**src/rtl/serial_operand_feeder.sv**
```systemverilog
// Bit-serial operand feeder: accepts an operand pair over valid/ready and shifts
// both operands out LSB-first, one bit pair per clock, with first/last markers.
module serial_operand_feeder #(
  parameter int WIDTH = 8
) (
  input  logic             clk,
  input  logic             rst,
  input  logic             in_valid,
  output logic             in_ready,
  input  logic [WIDTH-1:0] op_a,
  input  logic [WIDTH-1:0] op_b,
  input  logic             stall,
  output logic             ser_valid,
  output logic             ser_a,
  output logic             ser_b,
  output logic             ser_first,
  output logic             ser_last,
  output logic             word_done
);

  localparam int CW = (WIDTH > 1) ? $clog2(WIDTH) : 1;
  localparam logic [CW-1:0] CNT_LAST = CW'(WIDTH - 1);

  typedef enum logic {IDLE, SHIFT} state_t;

  state_t           state, state_nxt;
  logic [WIDTH-1:0] sh_a, sh_b;
  logic [CW-1:0]    cnt;
  logic             last_bit, consume, accept;

  assign last_bit = (state == SHIFT) && (cnt == CNT_LAST);
  assign consume  = last_bit && !stall;
  assign accept   = in_valid && in_ready;

  always_ff @(posedge clk) begin
    if (rst) state <= IDLE;
    else     state <= state_nxt;
  end

  always_comb begin
    state_nxt = state;
    case (state)
      IDLE:    if (accept) state_nxt = SHIFT;
      SHIFT:   if (consume && !accept) state_nxt = IDLE;
      default: state_nxt = IDLE;
    endcase
  end

  // Outputs are forced low for the whole cycle whenever rst is high.
  always_comb begin
    in_ready  = 1'b0;
    ser_valid = 1'b0;
    ser_a     = 1'b0;
    ser_b     = 1'b0;
    ser_first = 1'b0;
    ser_last  = 1'b0;
    if (!rst) begin
      case (state)
        IDLE: in_ready = 1'b1;
        SHIFT: begin
          in_ready  = consume;
          ser_valid = 1'b1;
          ser_a     = sh_a[0];
          ser_b     = sh_b[0];
          ser_first = (cnt == '0);
          ser_last  = (cnt == CNT_LAST);
        end
        default: in_ready = 1'b0;
      endcase
    end
  end

  // Shift datapath; a completing word without a reload parks cnt at 0.
  always_ff @(posedge clk) begin
    if (rst) begin
      sh_a      <= '0;
      sh_b      <= '0;
      cnt       <= '0;
      word_done <= 1'b0;
    end else begin
      word_done <= consume;
      if (accept) begin
        sh_a <= op_a;
        sh_b <= op_b;
        cnt  <= '0;
      end else if ((state == SHIFT) && !stall) begin
        sh_a <= sh_a >> 1;
        sh_b <= sh_b >> 1;
        cnt  <= consume ? '0 : cnt + CW'(1);
      end
    end
  end

endmodule

```
**config.mk**
```make
export PLATFORM = sky130hd
export DESIGN_NAME = serial_operand_feeder
export DESIGN_NICKNAME = d
export VERILOG_FILES = /design/src/rtl/serial_operand_feeder.sv
export SDC_FILE = /design/constraint.sdc
export NUM_CORES = 1
export LEC_CHECK = 0
export ABC_AREA = 1
export CAP_MARGIN = 30
export CORE_MARGIN = 8
export CORE_UTILIZATION = 49
export DETAILED_ROUTE_END_ITERATION = 7
export GPL_TIMING_DRIVEN = 0
export PLACE_DENSITY_LB_ADDON = 0.1
export SETUP_SLACK_MARGIN = 0.4
export SLEW_MARGIN = 20
export SYNTH_ARGS = -nofsm -noshare
export SYNTH_HDL_FRONTEND = slang
export SYNTH_SLANG_ARGS = --single-unit
```
**constraint.sdc**
```tcl
create_clock -name clk -period 2 [get_ports clk]
set_clock_uncertainty 0.2 [all_clocks]
set_input_delay 0.3 -clock clk [delete_from_list [all_inputs] [get_ports clk]]
set_output_delay 0.3 -clock clk [all_outputs]
set_load 0.01 [all_outputs]
```
==> flow_metrics.tcl <==
set metrics [dict create \
    vias 1357 \
    cts_tree "done" \
    holdWs_ps 184.4 \
    postPlaceCellArea_um2 1488 \
    gp_congestion 0.7801 \
    overflow 0 \
    dp_hpwl_um 2252 \
    drive_gt1_frac 0.3699 \
    synthDistinctLibCells 20 \
    track_usage 0.1750 \
    synth_compound_area_frac 0.1032 \
    final_cells 249 \
    synthMuxAreaShare 0 \
    synthXorXnorAreaFrac 0 \
    rsz0062_at_grt "yes" \
    avgSynthCellArea_um2 6.936 \
    max_freq_ghz 0.5545 \
    cap_viol_max_count 0 \
    peakVddDrop_mv 0.4578 \
    synthCells 173 \
    worst_pin_slew_ps 532.1 \
    ctsHoldBuffers 0 \
    clk_latency_ps 330 \
    synth-edff-count 0 \
    syn_nets 196 \
    syn2layout_area_growth_pct 49.74 \
    nets 243 \
    drt_iter0_markers 139 \
    drc_errors 0 \
    finalSetupViolCount 0 \
    synth_flop_cell "dfxtp_1" \
    finalCritPeriodShare 0.9017 \
    dr.pass1.iters 4 \
    power_density_nw_per_um2 517.9 \
    synth_top_family_by_area "simple AND/OR/NAND/NOR gates" \
    cts_sinks 21 \
    root_buffer "clkbuf_4" \
    hold_class "in -> reg" \
    grt_first_pass_wirelength_um 5892 \
    yosys-top-cells-area "dfxtp_1 35%, nand2_1 16%, nand3_1 8.3%" \
    worstSetupEndpointType "output port" \
    dieArea_um2 4288 \
    crit_arrival_ps 1300 \
    yosysMostFrequentCell "nand2_1" \
    synth.ff_latch_count 21 \
    synth_seq_area_share 0.3504 \
    finalMaxSlewViolations 0 \
    syn_area_um2 1200 \
    drt-vias-per-instance 5.450 \
    antenna_cells 0 \
    startpoint_type "flip-flop" \
    grt_pass1_vias 1313 \
    die_w_um 65.49 \
    antenna_found_initial 0 \
    io_pins 27 \
    cp_data_required_time_ps 1500 \
    leakagePower_nw 0.7876 \
    dp.cells 228 \
    postSynth.asyncResetShare 0 \
    cts.clk_slew.worst_paths_ps 140 \
    cts_max_path_buffers 2 \
    synth-simple-area-share 0.3796 \
    yosysWarnings 0 \
    synth_fa_ha_area_frac 0.03128 \
    synth_top_area_frac 0.3504 \
    fin_util 0.7526 \
    die_h_um 65.49 \
    num_rows 18 \
    wl_per_cell_um 15.51 \
    core-area_um2 2387 \
    grt_start_max_net_pins 12 \
    postRouteAntennaNets 0 \
    h-tree-depth 1 \
    min_period_ps 1803 \
    status "completed" \
    port-buffer-count 25 \
    critPathKind "reg -> out" \
    wl_um 3862 \
    synth_top_area_cell "dfxtp_1" \
    start_util 0.5026 \
    finalInstanceArea_um2 1797 \
    hold_viol 0 \
    critPathMaxFanout 2 \
    netlist_top_cells_count "50 x nand2_1, 21 x dfxtp_1, 20 x nand3_1" \
    relSlewSlack 0.6453 \
    cts_buffers 3 \
]
flip-flops by register name (all words and copies together), names as in the netlist:
name / cells
word_done: 1
cnt: 3
sh_b: 8
state: 1
sh_a: 8
worst max-delay path, cell delays in order (launching register included):
cell and delay (ps):
dfxtp_2 370, ha_4 150, ha_4 150, nand2_4 60
a21oi_4 150, buf_6 120
power by group:
group          switching (mW)  internal, mW
logic                   0.128         0.120
clock network           0.148        0.0782
registers              0.0152         0.441
total                   0.292         0.639
cell usage in the layout, fill, tap and decap left out:
cell type	n
nor3_2	1
nand3_1	20
nand2_4	6
nand3_4	1
dfxtp_2	1
dfxtp_4	2
nand2_1	38
nand4_1	14
a21oi_2	14
nand2_2	8
ha_1	1
nor2_1	2
dlygate4sd2_1	1
a21oi_1	6
buf_8	1
clkbuf_1	3
dfxtp_1	18
buf_2	8
clkbuf_8	1
nor3_1	1
buf_4	14
inv_2	5
nor2_8	1
a21oi_4	1
nor2_2	2
ha_4	2
buf_6	8
inv_1	17
clkdlybuf4s15_2	1
clkbuf_4	4
clkdlybuf4s50_1	17
routing by layer:
| layer | up-vias | track usage | wire length (µm) | part of all wire |
|---|---|---|---|---|
| li1 | 659 | - | - | - |
| met1 | 641 | 0.2002 | 1541 | 0.40 |
| met2 | 50 | 0.2915 | 1993 | 0.52 |
| met3 | 7 | 0.03912 | 265 | 0.069 |
| met4 | 0 | 0.1035 | 61 | 0.016 |
| met5 | - | 0 | 0 | 0 |
cells by family after synthesis:
family	Yosys count
flops	21
simple gates	94
buf+inv	34
fa+ha+maj	3
compound gates	21
per-stage QoR:
stage | TNS, ps | total power [mW] | setup WS [ps]
5_1_grt | 0 | 0.9670 | 160.8
4_1_cts | 0 | 0.8924 | 190.5
2_1_floorplan | 0 | 0.5739 | 434.8
6_report | 0 | 0.9305 | 196.7
3_5_place_dp | -2445 | 0.6496 | -550.1
3_3_place_gp | -2219 | 0.6442 | -537.2
worst paths after layout:
kind                                      startpoint                    to  slack (ps)  depth (start not counted)
worst min-delay path                             rst  word_done$_SDFF_PP0_         180                          2
worst max-delay path             cnt[1]$_SDFFE_PP0P_              in_ready         200                          5
worst max register to register   cnt[1]$_SDFFE_PP0P_  sh_b[1]$_SDFFE_PP0P_         250                         10
worst min register to register  sh_b[7]$_SDFFE_PP0P_  sh_b[7]$_SDFFE_PP0P_         290                          2
final cells by class:
type,instances,area (µm²)
sequential,21,429.2
multi-input combinational,118,752.0
fill,173,590.6
inverter,22,82.58
buffer,12,100.1
tap,30,37.54
clock buffer,4,26.28
timing repair buffer,42,369.1
what timing repair did:
action | 4_1_cts | 5_1_grt
gates resized for setup | 58 | 27
pin swaps | 5 | 9
endpoints found under the setup margin | 26 | 25
endpoints found under the hold margin | 0 | 0
setup buffers | 9 | 5
gates cloned | 3 | 0
Power figures use the tool's default switching activity.
==> edit 1 (same flow settings) <==
Make the reset (`rst`) asynchronous in 2 clocked blocks.
--- a/src/rtl/serial_operand_feeder.sv
+++ b/src/rtl/serial_operand_feeder.sv
@@ -32,7 +32,7 @@
   assign consume  = last_bit && !stall;
   assign accept   = in_valid && in_ready;
 
-  always_ff @(posedge clk) begin
+  always_ff @(posedge clk or posedge rst) begin
     if (rst) state <= IDLE;
     else     state <= state_nxt;
   end
@@ -71,7 +71,7 @@
   end
 
   // Shift datapath; a completing word without a reload parks cnt at 0.
-  always_ff @(posedge clk) begin
+  always_ff @(posedge clk or posedge rst) begin
     if (rst) begin
       sh_a      <= '0;
       sh_b      <= '0;
Function: differs if rst is asserted again (counterexample within 10 cycles, from zero or initial values and one cycle with rst high); with rst held inactive, the same outputs for 10 cycles.
==> edit 1 against the unedited design <==
Core utilization rose by 4.1 points; synthesized area rose by 4.1%; design area rose by 8.5%; largest cell class unchanged; sequential share of layout area rose by 3.1 points; sequential cell count did not move; worst setup slack got worse by 300 ps; the flow now finishes with violations (negative setup slack); highest routed layer unchanged; routed wire length rose by 1.3%; first-iteration DRC count fell by 37%.
Power is not compared: it rests on default switching activity, and its combinational part moved more than twofold at a synthesized area within 25%.
==> edit 1: results <==
set metrics [dict create \
    status "finished, violations left" \
    violations "negative setup slack" \
    synth_seq_area_share_pct 42.08 \
    crit_fanout 7 \
    grt_start_max_net_pins 31 \
    gp_congestion 0.7556 \
    drt-vias-per-instance 5.275 \
    wl_met1_mm 1.579 \
    ys_async_sr_fraction_pct 100.0 \
    cp_slowest_cell "dfrtp_1" \
    grt.total_usage_pct 18.60 \
    wl_met3_um 224 \
    cts_buffers 3 \
    yosysUniqueCellTypes 17 \
    path_common_cell "buf_6" \
    antenna_found_initial 0 \
    p_sw_uw 938.2 \
    synth_ff_type "dfrtp_1" \
    dp_hpwl_mm 2.238 \
    drive_gt1_share_pct 33.78 \
    synth_area_leaders "dfrtp_1, nand2_1, nand4_1, nand3_1, inv_1" \
    clkLatencyLatePin_ps 310 \
    yosysWarningCount 0 \
    fin_ws_ps -103.4 \
    pre_cts_ws_ps -489.6 \
    final_nets 249 \
    portBuffers 25 \
    path_delay_family "buffers and inverters" \
    cts_root_buf "clkbuf_4" \
    drtPass1Iterations 4 \
    wl_met2_mm 2.034 \
    finalSetupViolations 18 \
    syn_nets 196 \
    initialDrtViolationCount 87 \
    cpPeakStageDelay_ps 410 \
    grt_pass1_wl_mm 6.506 \
    worst_pin_slew_ps 621.8 \
    clkTransAtPathRegs_ps 140 \
    topRoutingLayerUsed "met4" \
    reg_top3 "sh_a: 8 flops, sh_b: 8 flops, cnt: 3 flops" \
    netlist_top_cells_count "nand2_1, inv_1, dfrtp_1" \
    wl_per_cell_um 15.34 \
    diodes 0 \
    grt_pass1_vias 1412 \
    cp.arrival_ps 2120 \
    ir_drop_mv 0.7637 \
    n_fill_cell 178 \
]
-- edit 1: cell count changes after synthesis, moves of 2 or more --
cell	unedited run	this run
dfrtp_1	0	21
dfxtp_1	21	0
a21oi_1	16	0
nand2_1	50	66
a21oi_2	5	0
inv_1	18	23
clkbuf_1	4	1
nor2_1	4	7
o21ai_0	0	3
nand3_1	20	18
nand4_1	14	16
nor3_1	2	0
-- edit 1: final cells by class --
class	instances	share of cell area, %
clock buffers	3	1.155
well taps	30	1.926
plain buffers	10	4.172
flip-flops and latches	21	27.02
inverters	26	5.392
multi-input cells	116	35.11
repair buffers	48	24.97
clock inverters	1	0.2567
-- edit 1: routing by layer --
metal	up-vias	track usage, %
met3	9	4.530
met2	41	33.29
li1	652	-
met5	-	0
met4	0	6.400
met1	643	20.86
-- edit 1: path summary, 6_finish.rpt --
| kind | from | to | slack, ps | depth (start not counted) |
|---|---|---|---|---|
| max in group asynchronous | rst | state | 810 | 3 |
| min in group asynchronous | rst | sh_b[6] | 360 | 3 |
| worst max-delay path | cnt[0] | sh_b[6] | -100 | 11 |
| worst max register to register | cnt[0] | sh_b[6] | -100 | 11 |
| worst min-delay path | in_valid | sh_b[4] | 180 | 4 |
| worst min register to register | sh_a[6] | sh_a[6] | 320 | 2 |
-- edit 1: timing repair --
item	CTS	global route
hold buffers	0	0
resized for setup	46	8
endpoints found under the setup margin	28	26
cloned	3	0
pin swaps	8	5
setup buffers	14	6
-- edit 1: cell families (layout without fill, tap and decap cells) --
family / Yosys count / after routing / share of synthesized area, %
AO/OA/AOI/OAI: 4 / 4 / 2.505
adder cells (fa/ha/maj): 3 / 3 / 3.006
buffers and inverters: 36 / 88 / 13.33
flip-flops: 21 / 21 / 42.08
AND/OR/NAND/NOR: 109 / 109 / 39.08
-- edit 1: worst min-delay path: cells and delay by family --
kind / cells / cell delay, ps
simple gates: 3 / 200
buf+inv: 1 / 160
-- edit 1: metrics by stage --
step                      setup TNS [ps]  total power [uW]  instance area (um^2)  instances
final                              -1139              2218                  1949        255
after global routing               -2384              2368                  1949        255
after CTS                         -39.77              2059                  1869        249
after detailed placement           -3756              1615                  1647        228
after global placement             -3460              1563                  1647        228
after floorplan                        0              1345                  1359        173
-- edit 1: power by group through the flow --
stage / combinational, uW / clock [uW] / sequential (uW)
after floorplan: 644 / 0 / 701
after global placement: 848 / 0 / 715
after detailed placement: 885 / 0 / 730
after CTS: 1120 / 218 / 720
after global routing: 1390 / 233 / 745
final: 1270 / 218 / 727
==> edit 2 (config.mk and constraints unchanged) <==
Without the edit above. Change the parameter `WIDTH` from 8 to 4.
--- a/src/rtl/serial_operand_feeder.sv
+++ b/src/rtl/serial_operand_feeder.sv
@@ -1,7 +1,7 @@
 // Bit-serial operand feeder: accepts an operand pair over valid/ready and shifts
 // both operands out LSB-first, one bit pair per clock, with first/last markers.
 module serial_operand_feeder #(
-  parameter int WIDTH = 8
+  parameter int WIDTH = 4
 ) (
   input  logic             clk,
   input  logic             rst,
Ports: changed (resized op_a and op_b); port bits go from 27 to 19. No check against the original RTL was run, so the function may have changed too.
==> edit 2 against the unedited design <==
Worst setup slack improved by 160 ps; count of clock-buffer cells in the layout down 1; routed wire length down 56%; synthesized area shrank 43%; register-to-register slack gained 210 ps; power shrank 45%; clock power shrank 32%; sequential cell count decreased by 9; design area decreased by 50%; first-iteration DRC count fell by 86%; critical path depth increased by 1.
==> edit 2: results <==
set metrics [dict create \
    leakage_uw 0.0004082 \
    synth.area.mux_share_pct 0 \
    gr-usage-met3_pct 3.641 \
    crit_fanout 3 \
    netlist_top_cells_count "nand2_1, dfxtp_1, inv_1" \
    synthAdderAreaFrac_pct 3.643 \
    cts_setup_buffers 1 \
    clkTransAtPathRegs_ps 80 \
    grt.total_usage_pct 12.97 \
    grt_start_max_net_pins 11 \
    reg_top3 "sh_a: 4 flops, sh_b: 4 flops, cnt: 2 flops" \
    netlist_area_um2 686.9 \
    max_cap_violations 0 \
    drive_gt1_share_pct 24.58 \
    syn_nets 112 \
    grt.met1_usage_pct 15.46 \
    status "complete, no violations" \
    grt_pass1_wl_mm 2.725 \
    portBuffers 16 \
    clkLatencyLatePin_ps 280 \
    vias 677 \
    synth_ff_type "dfxtp_1" \
    synth_area_leaders "dfxtp_1, nand2_1, a21oi_1, nand4_1, nand3_1" \
    dp_hpwl_mm 1.146 \
    ir_drop_mv 0.4036 \
    cts_resized 28 \
    grt_pass1_vias 616 \
    postCtsHoldBufs 0 \
    cp_slowest_cell "dfxtp_4" \
    synth_compound_area_share_pct 7.286 \
    use_met2_pct 20.12 \
    path_delay_family "flip-flops" \
    worstHoldPathCells 2 \
    final_nets 134 \
    ys_async_sr_fraction_pct 0 \
    r2r_cells 9 \
    relSlewSlack_pct 83.32 \
    initialDrtViolationCount 19 \
    wl_mm 1.684 \
    htreeDepth 1 \
    gp_congestion 0.8055 \
    grt_overflow 0 \
    synth_seq_area_share_pct 34.97 \
    cts_buffer_depth 2 \
]
## edit 2: cell types whose count changed after synthesis, moves of 2 or more
cell | unedited run | this run
dfxtp_1 | 21 | 12
inv_1 | 18 | 11
nand2_1 | 50 | 25
a21oi_2 | 5 | 0
buf_2 | 4 | 2
inv_2 | 4 | 2
clkbuf_1 | 4 | 0
a21oi_1 | 16 | 10
nand4_1 | 14 | 8
nor2_1 | 4 | 7
nand3_1 | 20 | 9
## edit 2: power breakdown
| group | total (uW) | internal, uW | leakage, uW | switching, uW |
|---|---|---|---|---|
| combinational | 103 | 46.7 | 0.000294 | 56.5 |
| sequential | 259 | 249 | 0.000100 | 9.55 |
| clock | 154 | 69.8 | 0.0000138 | 83.9 |
## edit 2: layout make-up
class / instances / area, um^2
multi-input combinational: 67 / 374.1
sequential: 12 / 251.5
timing repair buffer: 17 / 140.1
fill: 120 / 395.4
inverter: 14 / 55.05
tap: 15 / 18.77
clock buffer: 3 / 22.52
buffer: 5 / 43.79
## edit 2: final timing paths
check	startpoint	endpoint	slack, ps
hold reg to reg	sh_b[3]	sh_b[3]	280
setup / recovery	cnt[1]	in_ready	350
hold / removal	rst	sh_b[2]	130
setup reg to reg	cnt[1]	sh_b[0]	460
## edit 2: stage by stage
step           instance area [um^2]  util, %  setup slack (ps)  std cells
2_1_floorplan                 686.9        -             607.9         98
3_3_place_gp                  865.8    66.54            -228.1        129
3_5_place_dp                  865.8    66.54            -228.0        129
4_1_cts                       899.6    69.13             338.3        133
5_1_grt                       905.9    69.62             288.6        133
6_report                      905.9    69.62             354.7        133
## edit 2: layer usage
layer	wire length, um	vias up
li1	-	360
met5	0	-
met2	833	17
met1	701	296
met4	44	0
met3	103	4
